File: src/rtl/ps2_host_tx.sv
// ps2_host_tx: PS/2 host-to-device command transmitter (inhibit, request-to-send, clocked bits, ACK).
// Define PS2_TX_RETRY_EN to restart a failed command once before reporting an error.
module ps2_host_tx #(
    parameter int INHIBIT_CYCLES = 5000,
    parameter int START_TIMEOUT  = 750000,
    parameter int XFER_TIMEOUT   = 100000,
    parameter int SYNC_STAGES    = 2
) (
    input  logic       CLOCK_50,
    input  logic       reset,
    input  logic [7:0] the_command,
    input  logic       send_command,
    input  logic       ps2_clk_in,
    input  logic       ps2_dat_in,
    output logic       ps2_clk_drive_low,
    output logic       ps2_dat_drive_low,
    output logic       busy,
    output logic       command_was_sent,
    output logic       error_communication_timed_out
);
    localparam int MAX_AB = INHIBIT_CYCLES > START_TIMEOUT ? INHIBIT_CYCLES : START_TIMEOUT;
    localparam int MAX_P  = MAX_AB > XFER_TIMEOUT ? MAX_AB : XFER_TIMEOUT;
    localparam int CW     = $clog2(MAX_P + 1);
    localparam logic [CW-1:0] INH_LAST = CW'(INHIBIT_CYCLES - 1);
    localparam logic [CW-1:0] ST_LAST  = CW'(START_TIMEOUT - 1);
    localparam logic [CW-1:0] XT_LAST  = CW'(XFER_TIMEOUT - 1);
`ifdef PS2_TX_RETRY_EN
    localparam bit RETRY = 1'b1;
`else
    localparam bit RETRY = 1'b0;
`endif

    typedef enum logic [2:0] {IDLE, INHIBIT, REQ, SEND, ACK, RELEASE, ERR} state_t;

    state_t                 state_q, state_d;
    logic [SYNC_STAGES-1:0] clk_sync_q, dat_sync_q;
    logic                   clk_prev_q;
    logic [CW-1:0]          cnt_q, cnt_d, cnt_inc;
    logic [3:0]             edge_q, edge_d;
    logic [7:0]             byte_q, byte_d;
    logic [9:0]             shift_q, shift_d;
    logic                   bit_low_q, bit_low_d;
    logic                   retry_q, retry_d;
    logic                   clk_s, dat_s, fall, in_xfer, fail;

    assign clk_s   = clk_sync_q[SYNC_STAGES-1];
    assign dat_s   = dat_sync_q[SYNC_STAGES-1];
    assign fall    = clk_prev_q & ~clk_s;
    assign cnt_inc = &cnt_q ? cnt_q : cnt_q + CW'(1);
    assign in_xfer = state_q == SEND || state_q == ACK || state_q == RELEASE;

    assign ps2_clk_drive_low             = state_q == INHIBIT;
    assign ps2_dat_drive_low             = (state_q == INHIBIT && cnt_q >= INH_LAST) || state_q == REQ ||
                                           (state_q == SEND && bit_low_q);
    assign busy                          = state_q != IDLE;
    assign command_was_sent              = state_q == RELEASE && clk_s && dat_s;
    assign error_communication_timed_out = state_q == ERR;

    // Idle lines float high, so the synchronizers reset to 1 to avoid a phantom falling edge.
    always_ff @(posedge CLOCK_50) begin
        if (reset) begin
            clk_sync_q <= '1;
            dat_sync_q <= '1;
            clk_prev_q <= 1'b1;
            state_q    <= IDLE;
            cnt_q      <= '0;
            edge_q     <= '0;
            byte_q     <= '0;
            shift_q    <= '0;
            bit_low_q  <= 1'b0;
            retry_q    <= 1'b0;
        end else begin
            clk_sync_q <= {clk_sync_q[SYNC_STAGES-2:0], ps2_clk_in};
            dat_sync_q <= {dat_sync_q[SYNC_STAGES-2:0], ps2_dat_in};
            clk_prev_q <= clk_s;
            state_q    <= state_d;
            cnt_q      <= cnt_d;
            edge_q     <= edge_d;
            byte_q     <= byte_d;
            shift_q    <= shift_d;
            bit_low_q  <= bit_low_d;
            retry_q    <= retry_d;
        end
    end

    always_comb begin
        state_d   = state_q;
        cnt_d     = cnt_inc;
        edge_d    = edge_q;
        byte_d    = byte_q;
        shift_d   = shift_q;
        bit_low_d = bit_low_q;
        retry_d   = retry_q;
        fail      = 1'b0;
        unique case (state_q)
            IDLE: begin
                cnt_d = '0;
                if (send_command) begin
                    byte_d  = the_command;
                    retry_d = 1'b0;
                    state_d = INHIBIT;
                end
            end
            INHIBIT: if (cnt_q >= INH_LAST) begin
                cnt_d   = '0;
                shift_d = {1'b1, ~^byte_q, byte_q};
                state_d = REQ;
            end
            REQ: if (fall) begin
                cnt_d     = '0;
                edge_d    = 4'd1;
                bit_low_d = ~shift_q[0];
                shift_d   = {1'b1, shift_q[9:1]};
                state_d   = SEND;
            end else if (cnt_q >= ST_LAST) begin
                fail = 1'b1;
            end
            SEND: if (fall) begin
                edge_d    = edge_q + 4'd1;
                bit_low_d = ~shift_q[0];
                shift_d   = {1'b1, shift_q[9:1]};
                state_d   = edge_q == 4'd9 ? ACK : SEND;
            end
            ACK: if (fall) begin
                edge_d  = edge_q + 4'd1;
                state_d = RELEASE;
                fail    = dat_s;
            end
            RELEASE: if (clk_s && dat_s) state_d = IDLE;
            ERR: state_d = IDLE;
            default: state_d = IDLE;
        endcase
        if (in_xfer && cnt_q >= XT_LAST && !command_was_sent) fail = 1'b1;
        if (fail) begin
            cnt_d   = '0;
            retry_d = 1'b1;
            state_d = (RETRY && !retry_q) ? INHIBIT : ERR;
        end
    end
endmodule

File: config.mk
export PLATFORM = sky130hd
export DESIGN_NAME = ps2_host_tx
export DESIGN_NICKNAME = d
export VERILOG_FILES = /design/src/rtl/ps2_host_tx.sv
export SDC_FILE = /design/constraint.sdc
export NUM_CORES = 1
export LEC_CHECK = 0
export CAP_MARGIN = 20
export CORE_ASPECT_RATIO = 0.9
export CORE_MARGIN = 2
export CORE_UTILIZATION = 59
export CTS_CLUSTER_DIAMETER = 50
export DETAILED_ROUTE_END_ITERATION = 12
export GPL_TIMING_DRIVEN = 0
export PLACE_DENSITY = 0.87
export SLEW_MARGIN = 20
export SYNTH_ARGS = -nofsm -noshare
export SYNTH_HDL_FRONTEND = slang
export SYNTH_SLANG_ARGS = --single-unit
File: constraint.sdc
create_clock -name CLOCK_50 -period 2.7 [get_ports CLOCK_50]
set_input_delay 0.54 -clock CLOCK_50 [delete_from_list [all_inputs] [get_ports CLOCK_50]]
set_output_delay 0.54 -clock CLOCK_50 [all_outputs]
set_load 0.02 [all_outputs]
==> metrics.csv <==
metric;value;unit
status;finished, final reports clean;
num_antenna_cells;0;
cp.buffers_inverters;3;
nNetsFinal;379;
pwr-share-clk;31.0;%
async_flop_share;0;%
drv_slew;0;
hold_end;dat_sync_q[1];
routed.top_layer;met4;
drtIter0Drc;259;
postRouteWirelength;6980;microns
overflow;0;
fin_crit;2610;ps
cts.sinks;51;
switching_share;29.7;%
setup_ws;91.4;ps
tightest_slew;740;ps
start_util;62.6;%
antenna_found_initial;0;
die_area;5360;sq um
drc;0;
syn_to_final_growth;13.5;%
drtAntennaViolNets;0;
period_share;96.6;%
min_path_cells;1;
hp-class;reg2reg;
viasPerCell;6.33;
ios;18;
synth_common_cells;dfxtp_1 (51), nand2_1 (41), nor2_1 (25);
crit_path_end_kind;primary output;
final_core_util;71.1;%
h-tree-depth;2;
vdd_ir_drop_max;0.000305;V
wl_per_cell;16.4;microns
r2r_cells;7;
setup_viol;0;
synth_top_area_cell;dfxtp_1;
hold_violations;0;
dp.cells;418;
timing.slew.headroom;49.4;%
p_int;0.00107;W
arrival;2070;ps
routed-wl-met3;499;microns
power;0.00152;W
switchingPower;0.000453;W
clock.fmax;383;MHz
fin_cells;426;
drt-met1-wl;3140;microns
cap_violations;0;
hold_path.startpoint;dat_sync_q[0];
cp_top_family;buffers and inverters;
slowest_delay;600;ps
vias;2695;
rows;23;
ys_seq_area_share;36.1;%
clockBufferDepth;2;
p_per_area;475;nW/um^2
synth_edf_count;0;
clk_pin_slew_worst_paths;100;ps
gp_congestion;0.941;
p_leak;1.07;nW
syn_nets;355;
syn_area_per_cell;8.34;sq um
ys.flop_type;dfxtp_1;
pwr-share-seq;52.4;%
ys_ff_latch;51;
clk_latency;310;ps
setup.worst_path.class;reg2out;
pre_cts_ws;-277;ps
die_h;69.7;microns
grt_pass1_vias;2513;
syn_inst;339;
skew;12.3;ps
dr.pass1.iters;5;
track_usage;26.6;%
reg2reg_to;state_q[2];
critPathLaunchType;flop;
comb_power_share;16.6;%
ys_types;59;
crit_required;2160;ps
place_hpwl;4900;microns
grt_pass1_wl;11600;microns
die_w;77.0;microns
synthTopCellsByArea;dfxtp_1 (36%), nand2_1 (5.4%), xnor2_1 (4.6%);
r2r_start;cnt_q[1];
crit_path_max_fanout;10;
slowest_stage;clkdlybuf4s50_1;
coreArea;4520;sq um
cts_tree;yes;
synth_top_cell_area_share;36.1;%
hold_buffers;0;
grt_start_max_net_pins;19;
path_cells;clkbuf_1 > clkbuf_2 > and3_1 > clkdlybuf4s50_1;
cts_buffers;5;
numPortBuffers;17;
rrSetupSlack;210;ps
root_buffer;clkbuf_8;
met2_length;3150;microns
ys_warn_count;0;
drive_gt1_share;12.6;%
synthesis.area;2830;sq um
synth.most_common_cell;dfxtp_1;
==> power by group through the flow <==
stage	combinational [W]	clock, W	sequential (W)
floorplan	0.000175	0	0.000807
global placement	0.000241	0	0.000811
detailed placement	0.000248	0	0.000812
CTS	0.000248	0.000471	0.000795
global route	0.000276	0.000506	0.000800
finish	0.000254	0.000472	0.000798
==> layer usage <==
layer | GRT usage, % | up-vias
li1 | - | 1301
met1 | 36.5 | 1242
met2 | 42.6 | 130
met3 | 5.47 | 22
met4 | 7.14 | 0
met5 | 0 | -
==> how the worst max path moves through the flow <==
stage / start / cells past startpoint / slack, ps / to
floorplan: cnt_q[0] / 6 / 370 / ps2_dat_drive_low
global placement: cnt_q[0] / 7 / -270 / ps2_dat_drive_low
detailed placement: cnt_q[0] / 7 / -280 / ps2_dat_drive_low
CTS: state_q[1] / 4 / 5 / error_communication_timed_out
global route: state_q[1] / 4 / -2 / error_communication_timed_out
finish: state_q[1] / 4 / 90 / error_communication_timed_out
==> cells in the final DEF (no fill, tap or decap), drive strengths merged, types with 3 or more instances in the layout <==
| master | count |
|---|---|
| or2 | 8 |
| mux2i | 9 |
| a211oi | 4 |
| a2111oi | 7 |
| o22ai | 3 |
| nor4 | 18 |
| clkdlybuf4s50 | 16 |
| inv | 8 |
| o211ai | 3 |
| buf | 7 |
| and3 | 5 |
| a31oi | 7 |
| nand2 | 41 |
| clkbuf | 27 |
| dfxtp | 51 |
| nor2 | 25 |
| xnor2 | 15 |
| nor2b | 3 |
| a21oi | 13 |
| nand4 | 7 |
| nand3 | 13 |
| nor3 | 9 |
| ha | 3 |
| o21ai | 10 |
| xor2 | 6 |
| a221oi | 9 |
==> area by class of cell <==
type / instances / area, sq um
plain buffers: 28 / 141
clock buffers: 5 / 68.8
clock inverters: 3 / 25.0
fillers: 375 / 1310
inverters: 6 / 22.5
multi-input cells: 254 / 1680
flip-flops and latches: 51 / 1030
well taps: 62 / 77.6
repair buffers: 17 / 168
==> kinds of logic after synthesis <==
group                      share of synthesized area, %
and+or+nand+nor                                    27.2
AOI/OAI and AO/OA                                  20.0
DFF                                                36.1
buffers and inverters                              5.66
xor gates and xnor gates                           6.50
muxes                                              3.19
adders and majority gates                          1.33
==> through the flow <==
stage	hold slack (ps)	area, sq um	setup TNS [ps]
final	441	3210	0
after detailed placement	415	3080	-277
after global routing	447	3210	-2.16
after CTS	438	3180	0
after global placement	397	3080	-270
after floorplan	389	2830	0
==> what timing repair did <==
item	4_1_cts	5_1_grt
resized for setup	8	12
endpoints found under the setup margin	2	3
endpoints found under the hold margin	0	0
pin swaps	1	2
buffers inserted	0	0
==> state kept, by name, indices dropped and copies added (netlist names) <==
register and flops:
bit_low_q 1, byte_q 8, clk_prev_q 1, clk_sync_q 2, cnt_q 20, dat_sync_q 2
edge_q 4, shift_q 10, state_q 3
Power figures use the tool's default switching activity.
